==> config.mk <==
export PLATFORM = sky130hd
export DESIGN_NAME = seq_datapath
export DESIGN_NICKNAME = d
export VERILOG_FILES = /design/src/rtl/dp_pkg.sv /design/src/rtl/dp_alu.sv /design/src/rtl/seq_datapath.sv
export SDC_FILE = /design/constraint.sdc
export NUM_CORES = 1
export LEC_CHECK = 0
export CAP_MARGIN = 10
export CORE_MARGIN = 4
export CORE_UTILIZATION = 40
export DETAILED_ROUTE_END_ITERATION = 12
export GPL_ROUTABILITY_DRIVEN = 0
export PLACE_DENSITY = 0.6
export SLEW_MARGIN = 15
export SYNTH_ARGS = -nofsm -noshare
export SYNTH_HDL_FRONTEND = slang
export SYNTH_HIERARCHICAL = 1
export SYNTH_SLANG_ARGS = --single-unit
export TNS_END_PERCENT = 50
==> constraint.sdc <==
create_clock -name clk -period 5.14 [get_ports clk]
set_input_delay 1.028 -clock clk [delete_from_list [all_inputs] [get_ports clk]]
set_output_delay 1.028 -clock clk [all_outputs]
set_load 0.01 [all_outputs]
==> src/rtl/dp_pkg.sv <==
// Shared types for the sequenced datapath: opcodes, shift codes, FSM states.
package dp_pkg;

    typedef enum logic [2:0] {
        OP_ADD   = 3'd0,
        OP_CMP   = 3'd1,
        OP_AND   = 3'd2,
        OP_MVN   = 3'd3,
        OP_MOV   = 3'd4,
        OP_MOVI  = 3'd5,
        OP_LDM   = 3'd6,
        OP_MOVPC = 3'd7
    } op_e;

    typedef enum logic [1:0] {
        SH_NONE = 2'd0,
        SH_LSL1 = 2'd1,
        SH_LSR1 = 2'd2,
        SH_ASR1 = 2'd3
    } shift_e;

    typedef enum logic [2:0] {
        S_IDLE = 3'd0,
        S_RDA  = 3'd1,
        S_RDB  = 3'd2,
        S_EX   = 3'd3,
        S_WB   = 3'd4
    } state_e;

    // Ops that skip the operand-read/execute states
    function automatic logic is_direct_op(input op_e op);
        return (op == OP_MOVI) || (op == OP_LDM) || (op == OP_MOVPC);
    endfunction

    function automatic logic updates_flags(input op_e op);
        return (op == OP_ADD) || (op == OP_CMP) ||
               (op == OP_AND) || (op == OP_MVN);
    endfunction

endpackage

==> src/rtl/dp_alu.sv <==
// Combinational shifter, B-operand mux, ALU and Z/N/V generation.
module dp_alu
    import dp_pkg::*;
#(
    parameter int DATA_W = 16
) (
    input  logic [2:0]        i_op,
    input  logic [1:0]        i_shift,
    input  logic              i_sel_imm,
    input  logic [DATA_W-1:0] i_imm,
    input  logic [DATA_W-1:0] i_a,
    input  logic [DATA_W-1:0] i_b,
    output logic [DATA_W-1:0] o_res,
    output logic              o_z,
    output logic              o_n,
    output logic              o_v
);

    localparam int MSB = DATA_W - 1;

    op_e               w_op;
    logic [DATA_W-1:0] w_bs;
    logic [DATA_W-1:0] w_bp;
    logic [DATA_W-1:0] w_sum;
    logic [DATA_W-1:0] w_dif;

    assign w_op  = op_e'(i_op);
    assign w_bp  = i_sel_imm ? i_imm : w_bs;
    assign w_sum = i_a + w_bp;
    assign w_dif = i_a - w_bp;

    always_comb begin
        w_bs = i_b;
        unique case (shift_e'(i_shift))
            SH_NONE: w_bs = i_b;
            SH_LSL1: w_bs = {i_b[MSB-1:0], 1'b0};
            SH_LSR1: w_bs = {1'b0, i_b[MSB:1]};
            SH_ASR1: w_bs = {i_b[MSB], i_b[MSB:1]};
            default: w_bs = i_b;
        endcase
    end

    always_comb begin
        o_res = w_bp;
        o_v   = 1'b0;
        unique case (1'b1)
            (w_op == OP_ADD): begin
                o_res = w_sum;
                o_v   = (i_a[MSB] == w_bp[MSB]) & (w_sum[MSB] != i_a[MSB]);
            end
            // Subtract overflows only when operand signs differ
            (w_op == OP_CMP): begin
                o_res = w_dif;
                o_v   = (i_a[MSB] != w_bp[MSB]) & (w_dif[MSB] != i_a[MSB]);
            end
            (w_op == OP_AND): o_res = i_a & w_bp;
            (w_op == OP_MVN): o_res = ~w_bp;
            default:          o_res = w_bp;
        endcase
    end

    assign o_z = (o_res == '0);
    assign o_n = o_res[MSB];

endmodule

==> src/rtl/seq_datapath.sv <==
// Self-sequencing datapath: command latch, FSM, regfile, A/B/C regs, NZV flags.
module seq_datapath
    import dp_pkg::*;
#(
    parameter  int DATA_W = 16,
    parameter  int NREG   = 8,
    parameter  int PC_W   = 8,
    localparam int AW     = $clog2(NREG)
) (
    input  logic              clk,
    input  logic              rst_n,
    input  logic              cmd_valid,
    output logic              cmd_ready,
    input  logic [2:0]        cmd_op,
    input  logic [AW-1:0]     cmd_rd,
    input  logic [AW-1:0]     cmd_rn,
    input  logic [AW-1:0]     cmd_rm,
    input  logic [1:0]        cmd_shift,
    input  logic              cmd_sel_imm,
    input  logic [DATA_W-1:0] cmd_imm,
    input  logic [DATA_W-1:0] mdata,
    input  logic [PC_W-1:0]   pc,
    output logic [DATA_W-1:0] result,
    output logic              z_out,
    output logic              n_out,
    output logic              v_out,
    output logic              done
);

    state_e            r_state;
    state_e            w_next;
    op_e               r_op;
    logic [AW-1:0]     r_rd;
    logic [AW-1:0]     r_rn;
    logic [AW-1:0]     r_rm;
    logic [1:0]        r_shift;
    logic              r_sel_imm;
    logic [DATA_W-1:0] r_imm;
    logic [DATA_W-1:0] r_rf [NREG];
    logic [DATA_W-1:0] r_a;
    logic [DATA_W-1:0] r_b;
    logic [DATA_W-1:0] r_c;
    logic              r_z;
    logic              r_n;
    logic              r_v;
    logic              r_done;

    logic              w_accept;
    logic [DATA_W-1:0] w_alu;
    logic              w_z;
    logic              w_n;
    logic              w_v;
    logic [DATA_W-1:0] w_wb;

    assign w_accept = cmd_valid & (r_state == S_IDLE);

    dp_alu #(
        .DATA_W (DATA_W)
    ) u_alu (
        .i_op      (r_op),
        .i_shift   (r_shift),
        .i_sel_imm (r_sel_imm),
        .i_imm     (r_imm),
        .i_a       (r_a),
        .i_b       (r_b),
        .o_res     (w_alu),
        .o_z       (w_z),
        .o_n       (w_n),
        .o_v       (w_v)
    );

    always_ff @(posedge clk or negedge rst_n) begin
        if (!rst_n) r_state <= S_IDLE;
        else        r_state <= w_next;
    end

    always_comb begin
        w_next = r_state;
        unique case (r_state)
            S_IDLE: begin
                if (w_accept)
                    w_next = is_direct_op(op_e'(cmd_op)) ? S_WB : S_RDA;
            end
            S_RDA:   w_next = S_RDB;
            S_RDB:   w_next = S_EX;
            S_EX:    w_next = S_WB;
            S_WB:    w_next = S_IDLE;
            default: w_next = S_IDLE;
        endcase
    end

    always_comb begin
        w_wb = r_c;
        unique case (r_op)
            OP_MOVI:  w_wb = r_imm;
            OP_LDM:   w_wb = mdata;
            OP_MOVPC: w_wb = DATA_W'(pc);
            default:  w_wb = r_c;
        endcase
    end

    always_ff @(posedge clk or negedge rst_n) begin
        if (!rst_n) begin
            r_op      <= OP_ADD;
            r_rd      <= '0;
            r_rn      <= '0;
            r_rm      <= '0;
            r_shift   <= '0;
            r_sel_imm <= 1'b0;
            r_imm     <= '0;
            r_a       <= '0;
            r_b       <= '0;
            r_c       <= '0;
            r_z       <= 1'b0;
            r_n       <= 1'b0;
            r_v       <= 1'b0;
            r_done    <= 1'b0;
            for (int i = 0; i < NREG; i++) r_rf[i] <= '0;
        end else begin
            r_done <= 1'b0;
            if (w_accept) begin
                r_op      <= op_e'(cmd_op);
                r_rd      <= cmd_rd;
                r_rn      <= cmd_rn;
                r_rm      <= cmd_rm;
                r_shift   <= cmd_shift;
                r_sel_imm <= cmd_sel_imm;
                r_imm     <= cmd_imm;
            end
            if (r_state == S_RDA) r_a <= r_rf[r_rn];
            if (r_state == S_RDB) r_b <= r_rf[r_rm];
            if (r_state == S_EX) begin
                if (r_op != OP_CMP) r_c <= w_alu;
                if (updates_flags(r_op)) begin
                    r_z <= w_z;
                    r_n <= w_n;
                    r_v <= w_v;
                end
            end
            // CMP retires without touching the regfile
            if (r_state == S_WB) begin
                if (r_op != OP_CMP) r_rf[r_rd] <= w_wb;
                r_done <= 1'b1;
            end
        end
    end

    assign cmd_ready = (r_state == S_IDLE);
    assign result    = r_c;
    assign z_out     = r_z;
    assign n_out     = r_n;
    assign v_out     = r_v;
    assign done      = r_done;

endmodule

==> flow_metrics.tcl <==
set metrics [dict create \
    status "finished clean" \
    clk_transition_reported_paths_ps 60 \
    drive_gt1_share_pct 16.8 \
    ys_top_cells_by_area "dfrtp_1 (37%), mux2_2 (9.1%), mux2i_1 (5.4%), o31ai_1 (5.1%), o41ai_1 (3.9%)" \
    max_freq_mhz 217 \
    grtUsageMet2_pct 40.8 \
    n_antenna_cell 0 \
    grt_max_degree 98 \
    io_buffers 78 \
    vias 13100 \
    hold_violations 0 \
    cts_tree "done" \
    post-dp-hpwl_mm 33.1 \
    synth_top_area_share_pct 36.8 \
    min_path_type "input port to async pin" \
    yosysUniqueCellTypes 85 \
    synth_fp_nets 1549 \
    cap_viol_max_count 0 \
    cts_inserted_buffers 27 \
    max_stage_delay_ps 590 \
    synth-seq-cells 214 \
    slew_violations 0 \
    fin_crit_ps 4600 \
    worstPathMaxFanout 15 \
    skew_ps 36.2 \
    syn_area_per_cell_um2 10.0 \
    crit_type "flop to flop" \
    max_slew_margin_pct 20.1 \
    drc_errors 0 \
    crit_slowest_cell "o41ai_1" \
    yosys_warnings 6 \
    ctsHtreeMaxLevel 1 \
    cts.sinks 214 \
    cts_resized 0 \
    worst_pin_slew_ps 1190 \
    yosysSeqAreaShare_pct 36.8 \
    synth_top_cell_by_area "dfrtp_1" \
    end_kind "flop" \
    start_util_pct 40.7 \
    fin_hold_ws_ps 493 \
    antenna_found_initial 0 \
    rsz0062_at_grt "false" \
    die_y_um 199 \
    grt_pass1_vias 12900 \
    cts_root_buffer "clkbuf_16" \
    startpoint_type "flop" \
    synth-edff-count 0 \
    cts_hold_repair.buffers 0 \
    antenna_left 0 \
    setup_tns_ps 0 \
    crit_chain "buf_4, mux2i_1, o21ai_0, mux2i_1, inv_1, ha_1, nand2b_1, nand2_1, o41ai_1, o21ai_1, a311oi_1, a21o_1, nor4_1, o311ai_0, nor4_2, mux2_2" \
    grt_util_met3_pct 3.74 \
    postCtsSetupRepairBufs 0 \
    globalRouteOverflowTotal 0 \
    areaGrowthSynthToFinish_pct 12.7 \
    critPathMostFrequentCell "mux2i_1" \
    routed_wl_mm 50.2 \
    grt_util_met1_pct 34.1 \
    cts_buffer_depth 3 \
    nets 1549 \
    clock_latency_ps 560 \
    drt_iter0_drc 1360 \
    core_um2 35700 \
    ios 79 \
    die_area_um2 39500 \
    critPathArrivalTime_ps 5040 \
    rows 69 \
    die_x_um 199 \
    grt_pass1_wl_mm 77.6 \
    syn_area_um2 14600 \
    track_usage_pct 24.8 \
    crit_required_ps 5580 \
    netlist_instances 1454 \
    via_per_inst 6.78 \
    period_share_pct 89.5 \
    dr.pass1.iters 7 \
    setup_viol 0 \
    synth-main-ff-cell "dfrtp_1" \
    top_usage_layer "met2" \
    wl_per_cell_um 26.0 \
    synthArstFlopShare_pct 100 \
]
[cells by family after synthesis]
family,after synthesis,synth area share [%]
flip-flops,214,36.8
XOR/XNOR,13,0.782
AO/OA/AOI/OAI,541,27.7
buffers and inverters,181,5.37
multiplexers,207,15.3
adder cells (fa/ha/maj),37,3.28
AND/OR/NAND/NOR,261,10.7
[area by class of cell]
type	instances	area (um^2)
fillers	3369	19300
multi-input cells	1059	8440
flip-flops and latches	214	5360
repair buffers	113	1050
clock buffers	39	731
well taps	461	577
inverters	39	148
clock inverters	5	104
[layer usage]
| layer | up-vias | part of all wire (%) |
|---|---|---|
| met1 | 6532 | 42 |
| met2 | 659 | 48 |
| met3 | 98 | 7.2 |
| met4 | 0 | 2.6 |
| met5 | - | 0 |
| li1 | 5788 | - |
[registers in the layout (all words and copies together), names as in the netlist]
| signal | cells |
|---|---|
| r_shift | 2 |
| r_rd | 3 |
| r_b | 16 |
| n_out | 1 |
| r_op | 3 |
| v_out | 1 |
| r_imm | 16 |
| r_a | 16 |
| result | 16 |
| r_state | 3 |
| z_out | 1 |
| r_rf | 128 |
| done | 1 |
| r_sel_imm | 1 |
| r_rm | 3 |
| r_rn | 3 |
[cells in the final DEF, fill, tap and decap left out, types with 6 or more instances in the layout]
master	instances
clkdlybuf4s50_1	77
xor2_1	7
nor2_1	33
mux2_1	11
a31oi_1	69
o41ai_1	65
a41oi_1	64
o31ai_1	99
clkbuf_1	11
mux2i_1	78
a22o_1	34
nor3_1	14
nand2_1	88
nor4_2	8
or3_1	6
nand3b_1	9
inv_1	35
a21o_1	7
buf_4	35
nand2b_1	13
o21ai_0	29
xnor2_1	6
o21ai_1	11
or2_2	11
dfrtp_1	209
clkbuf_16	27
ha_1	35
a211oi_1	7
o22ai_1	42
nor2b_1	11
a21oi_1	44
and3b_1	17
mux2_2	118
[through the flow]
step / cell area, um^2 / cells / util (%) / setup slack [ps]
after CTS: 16400 / 1930 / 45.9 / 583
after detailed placement: 15600 / 1886 / 43.6 / 571
final: 16400 / 1930 / 45.9 / 539
after global routing: 16400 / 1930 / 45.9 / 192
after floorplan: 14600 / 1454 / - / 1200
after global placement: 15600 / 1886 / 43.6 / 739
[worst max-delay path, delay by kind of cell (launching register included)]
family / cells / cell delay [ps]
and+or+nand+nor: 4 / 340
adders and majority gates: 1 / 470
buffers and inverters: 2 / 350
DFF: 1 / 430
AOI/OAI and AO/OA: 6 / 2160
muxes: 3 / 750
[path summary, 6_finish.rpt]
check / slack, ps / cells past startpoint / start / end
setup / recovery: 540 / 16 / r_shift[0]$_DFFE_PN0P_ / z_out$_DFFE_PN0P_
hold / removal: 490 / 1 / rst_n / r_rf[98]$_DFFE_PN0P_
setup reg to reg: 540 / 16 / r_shift[0]$_DFFE_PN0P_ / z_out$_DFFE_PN0P_
hold reg to reg: 510 / 1 / v_out$_DFFE_PN0P_ / v_out$_DFFE_PN0P_
max in group asynchronous: 3510 / 2 / rst_n / r_rn[0]$_DFFE_PN0P_
min in group clk: 510 / 1 / v_out$_DFFE_PN0P_ / v_out$_DFFE_PN0P_
[synthesized netlist by cell type, types with 7 or more instances]
library cell and n:
mux2_2 118, o22ai_1 42, nor4_2 9, a41oi_1 64, xor2_1 7, buf_2 46
o21ai_0 29, mux2i_1 78, inv_1 35, a211oi_1 7, nand2b_1 13, nand2_1 88
or2_2 11, nor2_1 35, o41ai_1 65, a31oi_1 69, nand3b_1 9, nor2b_1 12
a22o_1 34, clkbuf_1 78, a21o_1 7, a21oi_1 44, mux2_1 11, o31ai_1 99
ha_1 35, buf_1 9, dfrtp_1 214, and3b_1 17, nor3_1 14, o21ai_1 11
Power is left out: the tool's default activity adds up to more than one toggle a clock period on the data nets, which glitch-free logic cannot reach.
